### config.mk
export PLATFORM = sky130hd
export DESIGN_NAME = mul_seq
export DESIGN_NICKNAME = d
export VERILOG_FILES = /design/src/rtl/mul_pkg.sv /design/src/rtl/umul16x16.sv /design/src/rtl/mul_seq.sv
export SDC_FILE = /design/constraint.sdc
export NUM_CORES = 1
export LEC_CHECK = 0
export BUFFER_PORTS_ARGS = -buffer_cell sky130_fd_sc_hd__clkbuf_2
export CORE_UTILIZATION = 40
export CTS_CLUSTER_SIZE = 28
export DETAILED_ROUTE_END_ITERATION = 10
export PLACE_DENSITY = 0.63
export SYNTH_ARGS = -nofsm -noshare
export SYNTH_HDL_FRONTEND = slang
export SYNTH_HIERARCHICAL = 1
export SYNTH_SLANG_ARGS = --single-unit
### constraint.sdc
create_clock -name clk -period 11.6 [get_ports clk]
set_clock_uncertainty 0.05 [all_clocks]
set_input_delay 0.58 -clock clk [delete_from_list [all_inputs] [get_ports clk]]
set_output_delay 0.58 -clock clk [all_outputs]
set_load 0.05 [all_outputs]
### src/rtl/mul_pkg.sv
// Shared types and constants for the iterative multiplier.
package mul_pkg;

  localparam int XLEN = 32;
  localparam int HALF = 16;

  typedef enum logic [1:0] {
    MUL    = 2'b00,
    MULH   = 2'b01,
    MULHSU = 2'b10,
    MULHU  = 2'b11
  } funct_t;

  typedef enum logic [1:0] {
    IDLE = 2'b00,
    CALC = 2'b01,
    DONE = 2'b10
  } state_t;

  // Sign of operand 1 is honoured by MULH and MULHSU.
  function automatic logic x1_signed(input funct_t f);
    return (f == MULH) || (f == MULHSU);
  endfunction

  // Sign of operand 2 is honoured by MULH only.
  function automatic logic x2_signed(input funct_t f);
    return (f == MULH);
  endfunction

endpackage

### src/rtl/umul16x16.sv
// Combinational unsigned 16x16 -> 32 multiplier, shared by all four steps.
module umul16x16 (
  input  logic [15:0] i_a,
  input  logic [15:0] i_b,
  output logic [31:0] o_p
);

  // Full-width product; operands are zero-extended so nothing is truncated.
  assign o_p = {16'd0, i_a} * {16'd0, i_b};

endmodule

### src/rtl/mul_seq.sv
// Iterative 32x32 multiplier: four 16x16 partial products, one per cycle,
// returning the low word (MUL, with unsigned overflow) or the high word.
module mul_seq #(
  parameter int XLEN = mul_pkg::XLEN  // only 32 is supported
) (
  input  logic            clk,
  input  logic            rst,
  input  logic [XLEN-1:0] x1,
  input  logic [XLEN-1:0] x2,
  input  logic [1:0]      funct,
  input  logic            in_valid,
  output logic            in_ready,
  output logic [XLEN-1:0] y,
  output logic            ovf,
  output logic            out_valid,
  input  logic            out_ready
);

  import mul_pkg::*;

  state_t        r_state;
  state_t        w_state_next;
  logic [1:0]    r_k;
  logic [63:0]   r_acc;
  logic [31:0]   r_a;
  logic [31:0]   r_b;
  logic          r_neg;
  funct_t        r_funct;
  logic [31:0]   r_y;
  logic          r_ovf;
  logic          r_out_valid;

  logic          w_accept;
  logic          w_out_fire;
  logic          w_last;
  funct_t        w_funct_in;
  logic          w_s1;
  logic          w_s2;
  logic [15:0]   w_a_half;
  logic [15:0]   w_b_half;
  logic [31:0]   w_pp;
  logic [63:0]   w_term;
  logic [63:0]   w_sum;
  logic [63:0]   w_prod;

  assign w_funct_in = funct_t'(funct);
  assign w_s1       = x1_signed(w_funct_in) & x1[XLEN-1];
  assign w_s2       = x2_signed(w_funct_in) & x2[XLEN-1];

  // Ready is gated by rst so nothing is accepted while the block is held in reset.
  assign in_ready   = (r_state == IDLE) && !rst;
  assign w_accept   = in_valid && in_ready;
  assign w_out_fire = r_out_valid && out_ready;
  assign w_last     = (r_state == CALC) && (r_k == 2'd3);

  // Step counter picks which operand halves feed the shared multiplier:
  // k0 lo*lo, k1 lo*hi, k2 hi*lo, k3 hi*hi.
  assign w_a_half = r_k[1] ? r_a[31:HALF] : r_a[HALF-1:0];
  assign w_b_half = r_k[0] ? r_b[31:HALF] : r_b[HALF-1:0];

  umul16x16 u_umul (
    .i_a (w_a_half),
    .i_b (w_b_half),
    .o_p (w_pp)
  );

  // Align the partial product to its weight in the 64-bit result.
  always_comb begin
    w_term = 64'd0;
    case (r_k)
      2'd0:    w_term = {32'd0, w_pp};
      2'd1,
      2'd2:    w_term = {16'd0, w_pp, 16'd0};
      default: w_term = {w_pp, 32'd0};
    endcase
  end

  // Running sum wraps modulo 2^64; the magnitude product always fits in 64 bits.
  assign w_sum  = r_acc + w_term;
  assign w_prod = r_neg ? (64'd0 - w_sum) : w_sum;

  // State register.
  always_ff @(posedge clk) begin
    if (rst) r_state <= IDLE;
    else     r_state <= w_state_next;
  end

  // Next-state logic for the IDLE -> CALC -> DONE sequence.
  always_comb begin
    w_state_next = r_state;
    case (r_state)
      IDLE:    if (w_accept)   w_state_next = CALC;
      CALC:    if (w_last)     w_state_next = DONE;
      DONE:    if (w_out_fire) w_state_next = IDLE;
      default:                 w_state_next = IDLE;
    endcase
  end

  // Operand capture, step counter and accumulator.
  always_ff @(posedge clk) begin
    if (rst) begin
      r_k     <= 2'd0;
      r_acc   <= 64'd0;
      r_a     <= 32'd0;
      r_b     <= 32'd0;
      r_neg   <= 1'b0;
      r_funct <= MUL;
    end else if (w_accept) begin
      // Operands become unsigned magnitudes; 0x8000_0000 negates to 2^31,
      // which is still correct when read as unsigned.
      r_k     <= 2'd0;
      r_acc   <= 64'd0;
      r_a     <= w_s1 ? (32'd0 - x1) : x1;
      r_b     <= w_s2 ? (32'd0 - x2) : x2;
      r_neg   <= w_s1 ^ w_s2;
      r_funct <= w_funct_in;
    end else if (r_state == CALC) begin
      r_k   <= r_k + 2'd1;
      r_acc <= w_last ? 64'd0 : w_sum;
    end
  end

  // Result registers: loaded on the final step, held through DONE.
  always_ff @(posedge clk) begin
    if (rst) begin
      r_y         <= 32'd0;
      r_ovf       <= 1'b0;
      r_out_valid <= 1'b0;
    end else if (w_last) begin
      r_y         <= (r_funct == MUL) ? w_prod[31:0] : w_prod[63:32];
      r_ovf       <= (r_funct == MUL) && (w_sum[63:32] != 32'd0);
      r_out_valid <= 1'b1;
    end else if (w_out_fire) begin
      r_out_valid <= 1'b0;
    end
  end

  assign y         = r_y;
  assign ovf       = r_ovf;
  assign out_valid = r_out_valid;

endmodule

==> impl_metrics.json, run 1 <==
{
  "status": "completed",
  "clk_pin_slew_ns": 0.08,
  "dr.pass1.iters": 6,
  "antenna_found_initial": 0,
  "cts_buffer_depth": 2,
  "place.gp.congestion": 1.06,
  "netlist_instances": 2965,
  "max_freq_mhz": 90.2,
  "postRouteAntennaNets": 0,
  "finalHoldViolCount": 0,
  "worstSetupPathType": "flip-flop to flip-flop",
  "grt_max_degree": 92,
  "syn-num-nets": 3404,
  "synth_top_family_by_area": "adder cells",
  "die_y_um": 244,
  "port_buffers": 104,
  "worst_pin_slew_ns": 1.06,
  "avgViaCountPerCell": 5.97,
  "slowest_delay_ns": 0.60,
  "vias": 22500,
  "synth_area_sq_um": 23400,
  "dieArea_sq_um": 59400,
  "peakVddDrop_mv": 0.104,
  "n_fill_cell": 5885,
  "initial_core_util_pct": 40.5,
  "final_util_pct": 44.1,
  "synth-main-ff-cell": "dfxtp_1",
  "tns_ns": 0,
  "maxCapViolCount": 0,
  "root_buffer": "clkbuf_16",
  "maxSlewHeadroom_pct": 29.0,
  "yosysMostFrequentCell": "nand2_1",
  "synth_common_cells": "nand2_1, inv_1, nor2_1, fa_1, and2_1",
  "h-tree-depth": 4,
  "wl_um": 84000,
  "multiInputGateArea_sq_um": 18400,
  "slew_violations": 0,
  "setup_viol": 0,
  "io_pins": 105,
  "grt_pass1_vias": 21600,
  "power.density_nw_per_um2": 101,
  "synth_edf_count": 0,
  "rrSetupSlack_ns": 0.52,
  "dp_slack_ns": 0.421,
  "synth_compound_area_share_pct": 21.2,
  "yosysTopAreaCell": "fa_1",
  "synth_cell_type_count": 99,
  "dr_wl_met3_um": 6560,
  "met2_length_um": 37800,
  "dpl.hpwl_um": 68100,
  "grt_pass1_wl_um": 128000,
  "nets": 3437,
  "critPathLaunchType": "flip-flop",
  "cts_sinks": 169,
  "period_needed_ns": 11.08,
  "synth_warnings": 6,
  "die_w_um": 244,
  "grt-ovfl-total": 0,
  "slowest_stage": "or4_4",
  "grt_usage_pct": 27.8,
  "place_area_sq_um": 24800,
  "core.rowCount": 88,
  "cp-end-kind": "flip-flop",
  "required_ns": 11.91,
  "coreArea_sq_um": 57700,
  "final.setup.worst_slack_ns": 0.515,
  "fin_crit_sh_pct": 95.6,
  "synth_fa_ha_area_share_pct": 26.0,
  "drc_errors": 0,
  "diodes": 0,
  "final-seq-area_sq_um": 3390,
  "postCtsHoldBufs": 0,
  "ys_seq_area_share_pct": 14.5,
  "final_area_sq_um": 25500,
  "syn_to_final_growth_pct": 8.98,
  "crit_top_cell": "fa_1",
  "synth.area.top_cells": "fa_1, dfxtp_1, ha_1, nand2_1, and2_1",
  "cts_buffers": 17,
  "wire_per_inst_um": 22.2,
  "cts_tree": "yes",
  "cts_setup_buffers": 0,
  "synth-simple-area-share_pct": 23.4,
  "power.leakage_nw": 11.1,
  "ctsResizeCount": 0,
  "cp_max_fo": 18,
  "drt_iter0_markers": 2234,
  "drt-met1-wl_um": 35800,
  "yosysTopAreaCellShare_pct": 16.7,
  "clk_latency_ns": 0.49,
  "synth_seq_cells": 169,
  "arrival_ns": 11.39,
  "syn_area_per_cell_sq_um": 7.88,
  "synth_xor_area_share_pct": 5.80,
  "hold_ws_ns": 0.282,
  "final_layout_size_suffix_gt1_share_pct": 10.7,
  "hold_class": "input port to flip-flop",
  "muxShareOfSynthArea_pct": 2.07,
  "topRoutingLayerUsed": "met4",
  "async_flop_share_pct": 0
}
-- metrics by stage --
stage               power (W)  std cells
floorplan             0.00146       2965
global placement      0.00190       3744
detailed placement    0.00189       3744
CTS                   0.00253       3776
global route          0.00269       3776
finish                0.00257       3776
-- layer usage --
metal | vias up | track usage (%)
met5 | - | 0
met4 | 0 | 12.1
met3 | 201 | 5.35
met2 | 949 | 44.1
met1 | 10900 | 36.6
li1 | 10500 | -
-- logic make-up (layout without fill, tap and decap cells) --
| logic type | count (synthesis) | count (layout) |
|---|---|---|
| AOI/OAI and AO/OA | 737 | 737 |
| xor gates and xnor gates | 154 | 154 |
| adders and majority gates | 369 | 369 |
| buffers and inverters | 421 | 467 |
| DFF | 169 | 169 |
| muxes | 44 | 44 |
| and+or+nand+nor | 1071 | 1071 |
-- layout by cell type, fill, tap and decap left out, drive strengths merged, types with 10 or more instances in the layout --
| master | Yosys | final |
|---|---|---|
| nand2 | 306 | 306 |
| inv | 245 | 250 |
| nor2 | 220 | 220 |
| fa | 195 | 195 |
| o21ai | 191 | 191 |
| and2 | 179 | 179 |
| ha | 174 | 174 |
| dfxtp | 169 | 169 |
| a21oi | 169 | 169 |
| clkbuf | 135 | 122 |
| xnor2 | 86 | 86 |
| buf | 40 | 85 |
| nand3b | 68 | 68 |
| xor2 | 68 | 68 |
| nor3 | 67 | 67 |
| a22oi | 61 | 61 |
| nand3 | 52 | 52 |
| nand4 | 37 | 37 |
| a22o | 36 | 36 |
| mux2 | 34 | 34 |
| a21o | 28 | 28 |
| a211oi | 26 | 26 |
| a31oi | 25 | 25 |
| o31ai | 25 | 25 |
| o21a | 22 | 22 |
| or3 | 22 | 22 |
| nor4 | 22 | 22 |
| o211ai | 17 | 17 |
| or4 | 16 | 16 |
| and3 | 15 | 15 |
| nor2b | 13 | 13 |
| a311oi | 13 | 13 |
| and4 | 12 | 12 |
| o41ai | 12 | 12 |
| nand2b | 12 | 12 |
| o21bai | 10 | 10 |
| mux2i | 10 | 10 |
| or2 | 10 | 10 |
| a221oi | 10 | 10 |
-- critical path: cells and delay by family (launching register included) --
family                     cells  cell delay (ns)
AOI/OAI and AO/OA              5             1.25
xor gates and xnor gates       3             0.94
adders and majority gates      8             3.64
buffers and inverters          6             0.67
DFF                            1             0.33
muxes                          1             0.55
and+or+nand+nor               11             3.50
-- layout make-up --
type	instances	share of cell area [%]
multi-input cells	2375	72.3
flip-flops and latches	169	13.3
repair buffers	189	4.55
well taps	765	3.76
inverters	246	3.63
clock buffers	18	1.69
clock inverters	14	0.742
-- report_power, final --
part / internal, W / switching (W) / total (W)
clock: 0.000328 / 0.000305 / 0.000633
sequential: 0.000610 / 0.0000225 / 0.000633
combinational: 0.000433 / 0.000867 / 0.00130
total: 0.00137 / 0.00119 / 0.00257
-- flip-flops by register name (all words and copies together) (netlist names) --
name	cells
out_valid	1
ovf	1
r_a	32
r_acc	64
r_b	32
r_funct	2
r_k	2
r_neg	1
r_state	2
y	32
-- path summary, 6_finish.rpt --
check / startpoint / endpoint / depth (start not counted)
hold reg to reg: y[7] / y[7] / 2
hold / removal: x1[31] / r_a[31] / 3
setup reg to reg: r_k[1] / y[19] / 34
setup / recovery: r_k[1] / y[19] / 34
No activity file was read; power rests on OpenSTA's default activity.
==> run 2, diff against run 1 <==
CORE_UTILIZATION = 30   (was 40)
PLACE_DENSITY = 0.52   (was 0.63)
==> run 2 against run 1 <==
Global-route usage down 5.3 points. Die area up 33%. Via count down 1.3%. Sequential share of layout area down 0.15 points. Highest routed layer unchanged.
==> impl_metrics.json, run 2 (synthesis results as in run 1) <==
{
  "slowest_delay_ns": 0.63,
  "required_ns": 11.93,
  "hold_ws_ns": 0.293,
  "final_common_cell": "nand2_1",
  "final-seq-area_sq_um": 3380,
  "dr.pass1.iters": 6,
  "power.density_nw_per_um2": 100,
  "dp_slack_ns": 0.458,
  "grt_pass1_wl_um": 135000,
  "critPathLaunchType": "flip-flop",
  "cts_tree": "yes",
  "clk_pin_slew_ns": 0.08,
  "cp-end-kind": "flip-flop",
  "worst_pin_slew_ns": 1.05,
  "drt_iter0_markers": 1960,
  "cts_buffer_depth": 2,
  "worstSetupPathType": "flip-flop to flip-flop",
  "die_w_um": 281,
  "met2_length_um": 40800,
  "status": "completed",
  "die_y_um": 281,
  "multiInputGateArea_sq_um": 18400,
  "grt-ovfl-total": 0,
  "arrival_ns": 11.45,
  "tns_ns": 0,
  "postCtsHoldBufs": 0,
  "maxSlewHeadroom_pct": 29.8,
  "cts_buffers": 17,
  "h-tree-depth": 4,
  "grt_max_degree": 119,
  "initial_core_util_pct": 30.6,
  "root_buffer": "clkbuf_16",
  "layout_common_cells": "nand2_1, inv_1, nor2_1, fa_1, and2_1",
  "topRoutingLayerUsed": "met4",
  "slew_violations": 0,
  "cp_max_fo": 19,
  "period_needed_ns": 11.11,
  "wire_per_inst_um": 22.0,
  "final_area_sq_um": 25800,
  "dieArea_sq_um": 79000,
  "syn_to_final_growth_pct": 10.2,
  "final_layout_size_suffix_gt1_share_pct": 10.4,
  "postRouteAntennaNets": 0,
  "grt_usage_pct": 22.5,
  "core.rowCount": 101,
  "finalHoldViolCount": 0,
  "max_freq_mhz": 90.0,
  "final.setup.worst_slack_ns": 0.489,
  "setup_viol": 0,
  "io_pins": 105,
  "hold_class": "input port to flip-flop",
  "dr_wl_met3_um": 5170,
  "slowest_stage": "or4_4",
  "drt-met1-wl_um": 39900,
  "avgViaCountPerCell": 5.51,
  "clk_latency_ns": 0.50,
  "cts_sinks": 169,
  "drc_errors": 0,
  "crit_top_cell": "fa_1",
  "fin_crit_sh_pct": 95.8,
  "largest_reg_flops": 64,
  "grt_pass1_vias": 21700,
  "nets": 3433,
  "place_area_sq_um": 25100,
  "peakVddDrop_mv": 0.129,
  "dpl.hpwl_um": 71800,
  "coreArea_sq_um": 76500,
  "vias": 22200,
  "wl_um": 88800,
  "power.leakage_nw": 11.0,
  "maxCapViolCount": 0,
  "antenna_found_initial": 0,
  "n_fill_cell": 8175,
  "port_buffers": 104,
  "rsz0062_at_grt": "false",
  "regMostFlops": "r_acc",
  "place.gp.congestion": 1.02,
  "final_util_pct": 33.7
}
-- run 2: area by class of cell --
class / instances / share of cell area, %
multi-input combinational: 2375 / 71.5
clock inverter: 13 / 0.700
clock buffer: 19 / 1.72
antenna: 1 / 0.00972
sequential: 169 / 13.1
tap: 1030 / 5.00
timing repair buffer: 185 / 4.38
inverter: 246 / 3.59
-- run 2: timing repair --
action | 4_1_cts | 5_1_grt
endpoints found under the setup margin | 0 | 17
buffers inserted | 0 | 0
resized for setup | 0 | 6
endpoints found under the hold margin | 0 | 0
-- run 2: stage by stage --
stage               power, W  cells
finish               0.00258   4038
global route         0.00272   4037
CTS                  0.00256   4037
detailed placement   0.00190   4005
global placement     0.00191   4005
floorplan            0.00146   2965
-- run 2: worst max-delay path: cells and delay by family, from the launching register on --
kind                     cells  cell delay, ns
multiplexers                 2            0.63
adder cells (fa/ha/maj)      8            3.75
AO/OA/AOI/OAI               11            3.11
flip-flops                   1            0.31
XOR/XNOR                     2            0.45
AND/OR/NAND/NOR              6            2.04
buffers and inverters        6            0.62
-- run 2: report_power, final --
| group | total (W) | switching, W | internal (W) |
|---|---|---|---|
| clock | 0.000664 | 0.000311 | 0.000353 |
| sequential | 0.000629 | 0.0000187 | 0.000610 |
| combinational | 0.00128 | 0.000860 | 0.000424 |
| total | 0.00258 | 0.00119 | 0.00139 |
-- run 2: worst paths after layout --
kind	start	endpoint	slack [ns]	cells after the start
hold / removal	x1[31]	r_a[31]	0.29	3
setup reg to reg	r_k[1]	y[25]	0.49	35
setup / recovery	r_k[1]	y[25]	0.49	35
hold reg to reg	r_a[31]	r_a[31]	0.41	2
-- run 2: metal layers --
| metal | vias up | GRT usage, % |
|---|---|---|
| met5 | - | 0 |
| met1 | 10900 | 29.9 |
| li1 | 10400 | - |
| met3 | 151 | 3.79 |
| met4 | 0 | 7.29 |
| met2 | 781 | 36.7 |
